### src/rtl/traffic_pkg.sv
// Shared types for the traffic sensor: light encoding, request FSM states and
// the one-hot LIGHT_RANK codes.
package traffic_pkg;

  typedef enum logic [1:0] {
    RED    = 2'd0,
    GREEN  = 2'd1,
    YELLOW = 2'd2
  } lightstate_t;

  typedef enum logic [1:0] {
    IDLE       = 2'd0,
    PULSE      = 2'd1,
    WAIT_GREEN = 2'd2,
    WAIT_RED   = 2'd3
  } req_state_t;

  localparam logic [4:0] RANK_0 = 5'b00001;
  localparam logic [4:0] RANK_1 = 5'b00010;
  localparam logic [4:0] RANK_2 = 5'b00100;
  localparam logic [4:0] RANK_3 = 5'b01000;
  localparam logic [4:0] RANK_4 = 5'b10000;

endpackage

### src/rtl/traffic_sensor_if.sv
// Sensor-side bundle between the loop detectors / light controller and the
// traffic sensor. The slave modport is the sensor's view.
interface traffic_sensor_if #(
  parameter int CNT_W = 8
);
  logic             MAIN_DET;
  logic             COUNTRY_DET;
  logic [1:0]       COUNTRYLIGHT;
  logic [1:0]       MAINLIGHT;
  logic             COUNTRY_PULSE;
  logic [CNT_W-1:0] COUNTRY_TRAFFIC;
  logic [CNT_W-1:0] MAIN_TRAFFIC;
  logic [4:0]       LIGHT_RANK;
  logic             SENSOR_FAULT;

  modport master (
    output MAIN_DET, COUNTRY_DET, COUNTRYLIGHT, MAINLIGHT,
    input  COUNTRY_PULSE, COUNTRY_TRAFFIC, MAIN_TRAFFIC, LIGHT_RANK, SENSOR_FAULT
  );

  modport slave (
    input  MAIN_DET, COUNTRY_DET, COUNTRYLIGHT, MAINLIGHT,
    output COUNTRY_PULSE, COUNTRY_TRAFFIC, MAIN_TRAFFIC, LIGHT_RANK, SENSOR_FAULT
  );
endinterface

### src/rtl/det_debounce.sv
// Loop-detector front end: 2-flop synchronizer, DEB_CYC-sample debounce and a
// one-cycle strobe that fires on the edge where the debounced level rises.
module det_debounce #(
  parameter int DEB_CYC = 4
) (
  input  logic clk,
  input  logic rst,
  input  logic raw,
  output logic level,
  output logic rise
);
  localparam int CW = (DEB_CYC > 1) ? $clog2(DEB_CYC) : 1;
  localparam logic [CW-1:0] LAST = CW'(DEB_CYC - 1);

  logic          sync_p0;
  logic          sync_p1;
  logic [CW-1:0] cnt;
  logic          differ;
  logic          flip;

  always_ff @(posedge clk or posedge rst) begin
    if (rst) begin
      sync_p0 <= 1'b0;
      sync_p1 <= 1'b0;
    end else begin
      sync_p0 <= raw;
      sync_p1 <= sync_p0;
    end
  end

  // flip is the DEB_CYC-th consecutive differing sample
  assign differ = (sync_p1 != level);
  assign flip   = differ && (cnt == LAST);
  assign rise   = flip && sync_p1;

  always_ff @(posedge clk or posedge rst) begin
    if (rst) begin
      level <= 1'b0;
      cnt   <= '0;
    end else if (flip) begin
      level <= sync_p1;
      cnt   <= '0;
    end else if (differ) begin
      cnt   <= cnt + CW'(1);
    end else begin
      cnt   <= '0;
    end
  end
endmodule

### src/rtl/traffic_sensor.sv
// Vehicle-detection front end for the traffic-light controller. Optional stuck
// detector is enabled with `define TRAFFIC_SENSOR_STUCK_DETECT_EN.
module traffic_sensor
  import traffic_pkg::*;
#(
  parameter int DEB_CYC    = 4,
  parameter int PULSE_LEN  = 8,
  parameter int WINDOW_CYC = 1000,
  parameter int CNT_W      = 8,
  parameter int RANK_T1    = 4,
  parameter int RANK_T2    = 8,
  parameter int RANK_T3    = 16,
  parameter int RANK_T4    = 32,
  parameter int STUCK_CYC  = 5000
) (
  input  logic          CLK,
  input  logic          RST,
  traffic_sensor_if.slave bus
);
  localparam int PW = (PULSE_LEN > 1) ? $clog2(PULSE_LEN) : 1;
  localparam int WW = (WINDOW_CYC > 1) ? $clog2(WINDOW_CYC) : 1;
  localparam logic [CNT_W-1:0] CNT_MAX = '1;

  function automatic logic [CNT_W-1:0] sat_inc(input logic [CNT_W-1:0] v, input logic inc);
    if (inc && (v != CNT_MAX)) return v + CNT_W'(1);
    return v;
  endfunction

  function automatic logic [4:0] rank_of(input logic [CNT_W-1:0] v);
    logic [31:0] w;
    w = 32'(v);
    if (w < $unsigned(RANK_T1)) return RANK_0;
    if (w < $unsigned(RANK_T2)) return RANK_1;
    if (w < $unsigned(RANK_T3)) return RANK_2;
    if (w < $unsigned(RANK_T4)) return RANK_3;
    return RANK_4;
  endfunction

  lightstate_t clight;
  lightstate_t mlight;
  assign clight = lightstate_t'(bus.COUNTRYLIGHT);
  assign mlight = lightstate_t'(bus.MAINLIGHT);

  logic main_lvl, main_rise, country_lvl, country_rise;

  det_debounce #(.DEB_CYC(DEB_CYC)) u_main_det (
    .clk(CLK), .rst(RST), .raw(bus.MAIN_DET), .level(main_lvl), .rise(main_rise)
  );

  det_debounce #(.DEB_CYC(DEB_CYC)) u_country_det (
    .clk(CLK), .rst(RST), .raw(bus.COUNTRY_DET), .level(country_lvl), .rise(country_rise)
  );

  logic main_mask, country_mask, fault;

`ifdef TRAFFIC_SENSOR_STUCK_DETECT_EN
  localparam int SW = $clog2(STUCK_CYC + 1);
  localparam logic [SW-1:0] STUCK_LIM = SW'(STUCK_CYC);

  logic [SW-1:0] main_stuck, country_stuck;
  logic          main_fault, country_fault;

  // A vehicle legitimately sits on the loop while its own light is red, so
  // only time spent high under a non-red light counts toward a stuck loop.
  always_ff @(posedge CLK or posedge RST) begin
    if (RST) begin
      main_stuck    <= '0;
      country_stuck <= '0;
      main_fault    <= 1'b0;
      country_fault <= 1'b0;
    end else begin
      if (!main_lvl || mlight == RED)           main_stuck <= '0;
      else if (main_stuck != STUCK_LIM)         main_stuck <= main_stuck + SW'(1);
      if (!country_lvl || clight == RED)        country_stuck <= '0;
      else if (country_stuck != STUCK_LIM)      country_stuck <= country_stuck + SW'(1);
      if (main_stuck == STUCK_LIM)              main_fault <= 1'b1;
      if (country_stuck == STUCK_LIM)           country_fault <= 1'b1;
    end
  end

  assign main_mask    = main_fault;
  assign country_mask = country_fault;
  assign fault        = main_fault | country_fault;
`else
  logic [33:0] unused_stuck;
  assign unused_stuck = {main_lvl, country_lvl, 32'(STUCK_CYC)};
  lightstate_t unused_mlight;
  assign unused_mlight = mlight;
  assign main_mask    = 1'b0;
  assign country_mask = 1'b0;
  assign fault        = 1'b0;
`endif

  logic main_ev, country_ev;
  assign main_ev    = main_rise && !main_mask;
  assign country_ev = country_rise && !country_mask;

  // Country queue: cleared on green, counts arrivals otherwise
  logic [CNT_W-1:0] country_cnt;

  always_ff @(posedge CLK or posedge RST) begin
    if (RST)                  country_cnt <= '0;
    else if (clight == GREEN) country_cnt <= '0;
    else                      country_cnt <= sat_inc(country_cnt, country_ev);
  end

  // Request FSM
  req_state_t    state, state_n;
  logic [PW-1:0] pcnt, pcnt_n;
  logic          pulse, pulse_n;
  logic          want;

  assign want = (country_cnt != '0) || country_mask;

  always_ff @(posedge CLK or posedge RST) begin
    if (RST) begin
      state <= IDLE;
      pcnt  <= '0;
      pulse <= 1'b0;
    end else begin
      state <= state_n;
      pcnt  <= pcnt_n;
      pulse <= pulse_n;
    end
  end

  always_comb begin
    state_n = state;
    pcnt_n  = pcnt;
    pulse_n = pulse;
    case (state)
      IDLE: begin
        if (want && clight == RED) begin
          state_n = PULSE;
          pcnt_n  = '0;
          pulse_n = 1'b1;
        end
      end
      PULSE: begin
        // Green arriving mid-pulse is ignored here; WAIT_GREEN sees it next
        if (pcnt == PW'(PULSE_LEN - 1)) begin
          state_n = WAIT_GREEN;
          pcnt_n  = '0;
          pulse_n = 1'b0;
        end else begin
          pcnt_n  = pcnt + PW'(1);
          pulse_n = 1'b1;
        end
      end
      WAIT_GREEN: if (clight == GREEN) state_n = WAIT_RED;
      WAIT_RED:   if (clight == RED)   state_n = IDLE;
      default: begin
        state_n = IDLE;
        pulse_n = 1'b0;
      end
    endcase
  end

  // Main measurement window
  logic [WW-1:0]    wcnt;
  logic [CNT_W-1:0] run_cnt, run_next, captured, main_traffic;
  logic [4:0]       light_rank;
  logic             win_end;

  assign win_end  = (wcnt == WW'(WINDOW_CYC - 1));
  assign run_next = sat_inc(run_cnt, main_ev);
  assign captured = main_mask ? CNT_W'(RANK_T2 - 1) : run_next;

  always_ff @(posedge CLK or posedge RST) begin
    if (RST) begin
      wcnt         <= '0;
      run_cnt      <= '0;
      main_traffic <= '0;
      light_rank   <= RANK_0;
    end else if (win_end) begin
      wcnt         <= '0;
      run_cnt      <= '0;
      main_traffic <= captured;
      light_rank   <= rank_of(captured);
    end else begin
      wcnt         <= wcnt + WW'(1);
      run_cnt      <= run_next;
    end
  end

  assign bus.COUNTRY_PULSE   = pulse;
  assign bus.COUNTRY_TRAFFIC = country_cnt;
  assign bus.MAIN_TRAFFIC    = main_traffic;
  assign bus.LIGHT_RANK      = light_rank;
  assign bus.SENSOR_FAULT    = fault;
endmodule

### src/flat_wrapper.sv
// flat-port wrapper written by rule: the top's interface ports become plain ports
module traffic_sensor_flat import traffic_pkg::*;
#(
  parameter int DEB_CYC    = 4,
  parameter int PULSE_LEN  = 8,
  parameter int WINDOW_CYC = 1000,
  parameter int CNT_W      = 8,
  parameter int RANK_T1    = 4,
  parameter int RANK_T2    = 8,
  parameter int RANK_T3    = 16,
  parameter int RANK_T4    = 32,
  parameter int STUCK_CYC  = 5000
)
  (CLK, RST, bus_MAIN_DET, bus_COUNTRY_DET, bus_COUNTRYLIGHT, bus_MAINLIGHT, bus_COUNTRY_PULSE, bus_COUNTRY_TRAFFIC, bus_MAIN_TRAFFIC, bus_LIGHT_RANK, bus_SENSOR_FAULT);
  traffic_sensor_if #(.CNT_W(CNT_W)) bus_i ();
  input  logic CLK;
  input  logic RST;
  input wire logic [$bits(bus_i.MAIN_DET)-1:0] bus_MAIN_DET;
  input wire logic [$bits(bus_i.COUNTRY_DET)-1:0] bus_COUNTRY_DET;
  input wire logic [$bits(bus_i.COUNTRYLIGHT)-1:0] bus_COUNTRYLIGHT;
  input wire logic [$bits(bus_i.MAINLIGHT)-1:0] bus_MAINLIGHT;
  output wire logic [$bits(bus_i.COUNTRY_PULSE)-1:0] bus_COUNTRY_PULSE;
  output wire logic [$bits(bus_i.COUNTRY_TRAFFIC)-1:0] bus_COUNTRY_TRAFFIC;
  output wire logic [$bits(bus_i.MAIN_TRAFFIC)-1:0] bus_MAIN_TRAFFIC;
  output wire logic [$bits(bus_i.LIGHT_RANK)-1:0] bus_LIGHT_RANK;
  output wire logic [$bits(bus_i.SENSOR_FAULT)-1:0] bus_SENSOR_FAULT;
  assign bus_i.MAIN_DET = bus_MAIN_DET;
  assign bus_i.COUNTRY_DET = bus_COUNTRY_DET;
  assign bus_i.COUNTRYLIGHT = bus_COUNTRYLIGHT;
  assign bus_i.MAINLIGHT = bus_MAINLIGHT;
  assign bus_COUNTRY_PULSE = bus_i.COUNTRY_PULSE;
  assign bus_COUNTRY_TRAFFIC = bus_i.COUNTRY_TRAFFIC;
  assign bus_MAIN_TRAFFIC = bus_i.MAIN_TRAFFIC;
  assign bus_LIGHT_RANK = bus_i.LIGHT_RANK;
  assign bus_SENSOR_FAULT = bus_i.SENSOR_FAULT;
  traffic_sensor #(.DEB_CYC(DEB_CYC), .PULSE_LEN(PULSE_LEN), .WINDOW_CYC(WINDOW_CYC), .CNT_W(CNT_W), .RANK_T1(RANK_T1), .RANK_T2(RANK_T2), .RANK_T3(RANK_T3), .RANK_T4(RANK_T4), .STUCK_CYC(STUCK_CYC)) u_core (.CLK(CLK), .RST(RST), .bus(bus_i));
endmodule
### config.mk
export PLATFORM = sky130hd
export DESIGN_NAME = traffic_sensor_flat
export DESIGN_NICKNAME = d
export VERILOG_FILES = /design/src/rtl/traffic_pkg.sv /design/src/rtl/traffic_sensor_if.sv /design/src/rtl/det_debounce.sv /design/src/rtl/traffic_sensor.sv /design/src/flat_wrapper.sv
export SDC_FILE = /design/constraint.sdc
export NUM_CORES = 1
export LEC_CHECK = 0
export CORE_MARGIN = 5
export CORE_UTILIZATION = 35
export DETAILED_ROUTE_END_ITERATION = 8
export PLACE_DENSITY_LB_ADDON = 0.25
export SETUP_SLACK_MARGIN = 0.4
export SLEW_MARGIN = 20
export SYNTH_ARGS = -nofsm -noshare
export SYNTH_HDL_FRONTEND = slang
export SYNTH_HIERARCHICAL = 1
export SYNTH_SLANG_ARGS = --single-unit
### constraint.sdc
create_clock -name CLK -period 5.76 [get_ports CLK]
set_clock_uncertainty 0.15 [all_clocks]
set_input_delay 1.152 -clock CLK [delete_from_list [all_inputs] [get_ports CLK]]
set_output_delay 1.152 -clock CLK [all_outputs]
set_load 0.1 [all_outputs]
==> impl_metrics.csv <==
group,metric,value,unit
drt,viasPerCell,4.979,
logic_synthesis,synth_area,0.002706,mm^2
layout,antenna-diode-count,0,
critical_path,end_kind,"primary output",
layout,instances_no_fill,389,
logic_synthesis,synth_top_area_share,49.93,%
floorplan,core-area,0.007647,mm^2
sta,finalHoldViolations,0,
placement,io_buffers,27,
cts,clk_pin_slew,110,ps
cts,cts_setup_buffers,0,
critical_path,critPathBufInv,1,
layout,layout-drive-gt1-share,9.408,%
critical_path,worstSetupPathType,"register to primary output",
run,drv_cap,0,
global_routing,grt_overflow,0,
drt,routed_wl,5055,um
logic_synthesis,synth-edff-count,0,
sta,grt_setup_unrepaired,"false",
sta,setup_viol_count_final,0,
critical_path,critPathLaunch,"u_core/bus.COUNTRY_TRAFFIC[2]",
drt,met1Wirelength,2574,um
critical_path,crit_end,"bus_COUNTRY_TRAFFIC[2]",
sta,worstMarginPinSlew,1018,ps
logic_synthesis,synth_async_sr_flop_share,100.0,%
layout,final_util,41.51,%
run_status,outcome,"completed",
critical_path,cpPeakStageDelay,1190,ps
drt,wl_met2,2146,um
sta,relSlewSlack,31.94,%
critical_path,crit_family,"buffers and inverters",
critical_path,rr_endpoint,"u_core/bus.LIGHT_RANK[4]",
critical_path,cp.depth,1,
power,power,941.1,uW
logic_synthesis,synthFlopType,"dfrtp_1",
floorplan,die_y,97.94,um
floorplan,initial_core_util,35.39,%
critical_path,cp_cell_sequence,"clkdlybuf4s50_1",
critical_path,regToRegSetupSlack,3220,ps
placement,place_inst,381,
power,ir_drop,0.0001078,V
critical_path,r2r_cells,7,
power,powerDensity,296.5,mW/mm^2
floorplan,die_w,97.94,um
placement,gp_congestion,0.8252,
critical_path,required,4460,ps
logic_synthesis,ys_ff_latch,55,
cts,cts_tree,"yes",
floorplan,dieArea,0.009591,mm^2
cts,hold_buffers,0,
global_routing,antenna_found_initial,0,
critical_path,crit_arrival,2020,ps
cts,numCtsBuffers,5,
critical_path,cp-start-kind,"register",
logic_synthesis,yosysSeqAreaShare,50.90,%
drt,wl_per_cell,12.99,um
drt,drt_iter0_drc,46,
logic_synthesis,syn_avg_cell_area,10.45,um^2
floorplan,boundaryPins,31,
global_routing,track_usage,11.26,%
critical_path,slowest_stage,"clkdlybuf4s50_1",
critical_path,cp_max_fo,8,
sta,tns,0,ps
floorplan,rows,32,
global_routing,grt_max_degree,46,
global_routing,first_global_vias,1949,
placement,dpl.hpwl,3538,um
logic_synthesis,ys_warn_count,6,
global_routing,grt_pass1_wl,8963,um
cts,htree_num_levels,2,
logic_synthesis,syn_inst,259,
sta,period_needed,3323,ps
logic_synthesis,ys_top_cells_by_area,"dfrtp_1 (50%), ha_1 (5.5%), nor2_1 (3.5%), nand2_1 (3.3%), xnor2_1 (3.2%)",
sta,finalMaxSlewViolations,0,
cts,clock-root-buffer,"clkbuf_8",
sta,clock.fmax,300.9,MHz
layout,area.growth.synth_to_final,17.29,%
layout,layout.nets,306,
critical_path,r2r_start,"u_core/u_main_det/cnt[0]",
drt,vias,1937,
cts,cts_max_path_buffers,2,
drt,highest_layer,"met4",
cts,cts_resized,0,
logic_synthesis,synth_nets,279,
drt,met3_length,246,um
drt,first_pass_iters,4,
logic_synthesis,synth_top_area_cell,"dfrtp_1",
cts,clkSinkCount,55,
drt,drc_errors,0,
min_path,hold_class,"register to register",
logic_synthesis,synth.distinct_cells,51,
cts,clock_latency,310,ps
sta,finalCritPeriodShare,57.69,%
power,p_leak,0.001395,uW
drt,antenna_left,0,
==> synthesized netlist by cell type, types with 2 or more instances <==
cell type  count
dfrtp_1       54
nor2_1        25
nand2_1       24
inv_1         17
ha_1          12
o21ai_0       11
xnor2_1       10
nor3_1         8
nand3_1        7
nand4_1        7
o31ai_1        6
xor2_1         6
buf_2          5
mux2i_1        5
a21oi_1        4
and3_1         4
mux2_2         4
or3_1          4
a211oi_1       3
a31oi_1        3
and2_1         3
and4_1         3
a22o_1         2
clkbuf_1       2
nor3b_2        2
o21ai_1        2
o21bai_1       2
==> placed cells by master (no fill, tap or decap), types with 2 or more instances in the layout <==
cell type / synthesis / routed
o21ai_0: 11 / 11
a31oi_1: 3 / 3
dfrtp_1: 54 / 54
nor3_1: 8 / 8
mux2_2: 4 / 4
xor2_1: 6 / 6
or3_1: 4 / 4
mux2i_1: 5 / 5
a21oi_1: 4 / 4
o21ai_1: 2 / 2
nand4_1: 7 / 7
nor2_1: 25 / 25
ha_1: 12 / 12
o21bai_1: 2 / 2
clkdlybuf4s50_1: 0 / 27
nand2_1: 24 / 24
and3_1: 4 / 4
and2_1: 3 / 3
clkbuf_8: 0 / 6
xnor2_1: 10 / 10
a211oi_1: 3 / 3
nor3b_2: 2 / 2
buf_4: 1 / 2
nand3_1: 7 / 7
o31ai_1: 6 / 6
and4_1: 3 / 3
a22o_1: 2 / 2
inv_1: 17 / 16
==> cell families after synthesis <==
kind of cell / after synthesis / share of synthesized area (%)
flip-flops: 55 / 50.90
AO/OA/AOI/OAI: 44 / 11.97
adder cells (fa/ha/maj): 12 / 5.548
multiplexers: 10 / 3.930
buffers and inverters: 26 / 3.976
AND/OR/NAND/NOR: 95 / 18.35
other: 1 / 0.1386
XOR/XNOR: 16 / 5.178
==> report_power, final <==
| group | total, uW | internal (uW) | leakage (uW) | switching [uW] |
|---|---|---|---|---|
| Sequential | 474 | 435 | 0.000717 | 38.8 |
| Clock | 228 | 98.5 | 0.0000474 | 130 |
| Combinational | 239 | 102 | 0.000630 | 137 |
==> area by class of cell <==
class	count	area, um^2
fill	742	4473
tap	102	127.6
multi-input combinational	178	1221
inverter	17	63.81
sequential	55	1378
clock inverter	2	16.27
clock buffer	6	82.58
timing repair buffer	29	285.3
==> flip-flops by register name, indices dropped and copies added, names as in the netlist, 2 cells and up <==
register,count
u_core/u_main_det/cnt,2
u_core/pcnt,3
u_core/state,2
u_core/bus.MAIN_TRAFFIC,8
u_core/u_country_det/cnt,2
u_core/bus.LIGHT_RANK,5
u_core/wcnt,10
u_core/run_cnt,8
u_core/bus.COUNTRY_TRAFFIC,8
==> stage by stage <==
step	cell area, um^2	setup slack [ps]	hold slack (ps)
3_3_place_gp	3075	2405	186.3
3_5_place_dp	3075	2424	189.7
4_1_cts	3174	2423	215.5
2_1_floorplan	2706	3017	181.2
5_1_grt	3174	2359	217.0
6_report	3174	2437	211.2
==> layer usage <==
metal	GRT usage, %	vias up
met2	16.75	32
met1	15.44	933
met3	3.214	7
met5	0	-
li1	-	965
met4	4.579	0
==> worst min-delay path by stage <==
stage                                            start                            to  slack [ps]  depth (start not counted)
after floorplan           u_core/u_country_det/sync_p0  u_core/u_country_det/sync_p1         180                          0
after global placement    u_core/u_country_det/sync_p0  u_core/u_country_det/sync_p1         190                          0
after detailed placement  u_core/u_country_det/sync_p0  u_core/u_country_det/sync_p1         190                          0
after CTS                 u_core/u_country_det/sync_p0  u_core/u_country_det/sync_p1         220                          0
after global routing      u_core/u_country_det/sync_p0  u_core/u_country_det/sync_p1         220                          0
final                     u_core/u_country_det/sync_p0  u_core/u_country_det/sync_p1         210                          0
Note: power is estimated with default switching activity, not from simulation.
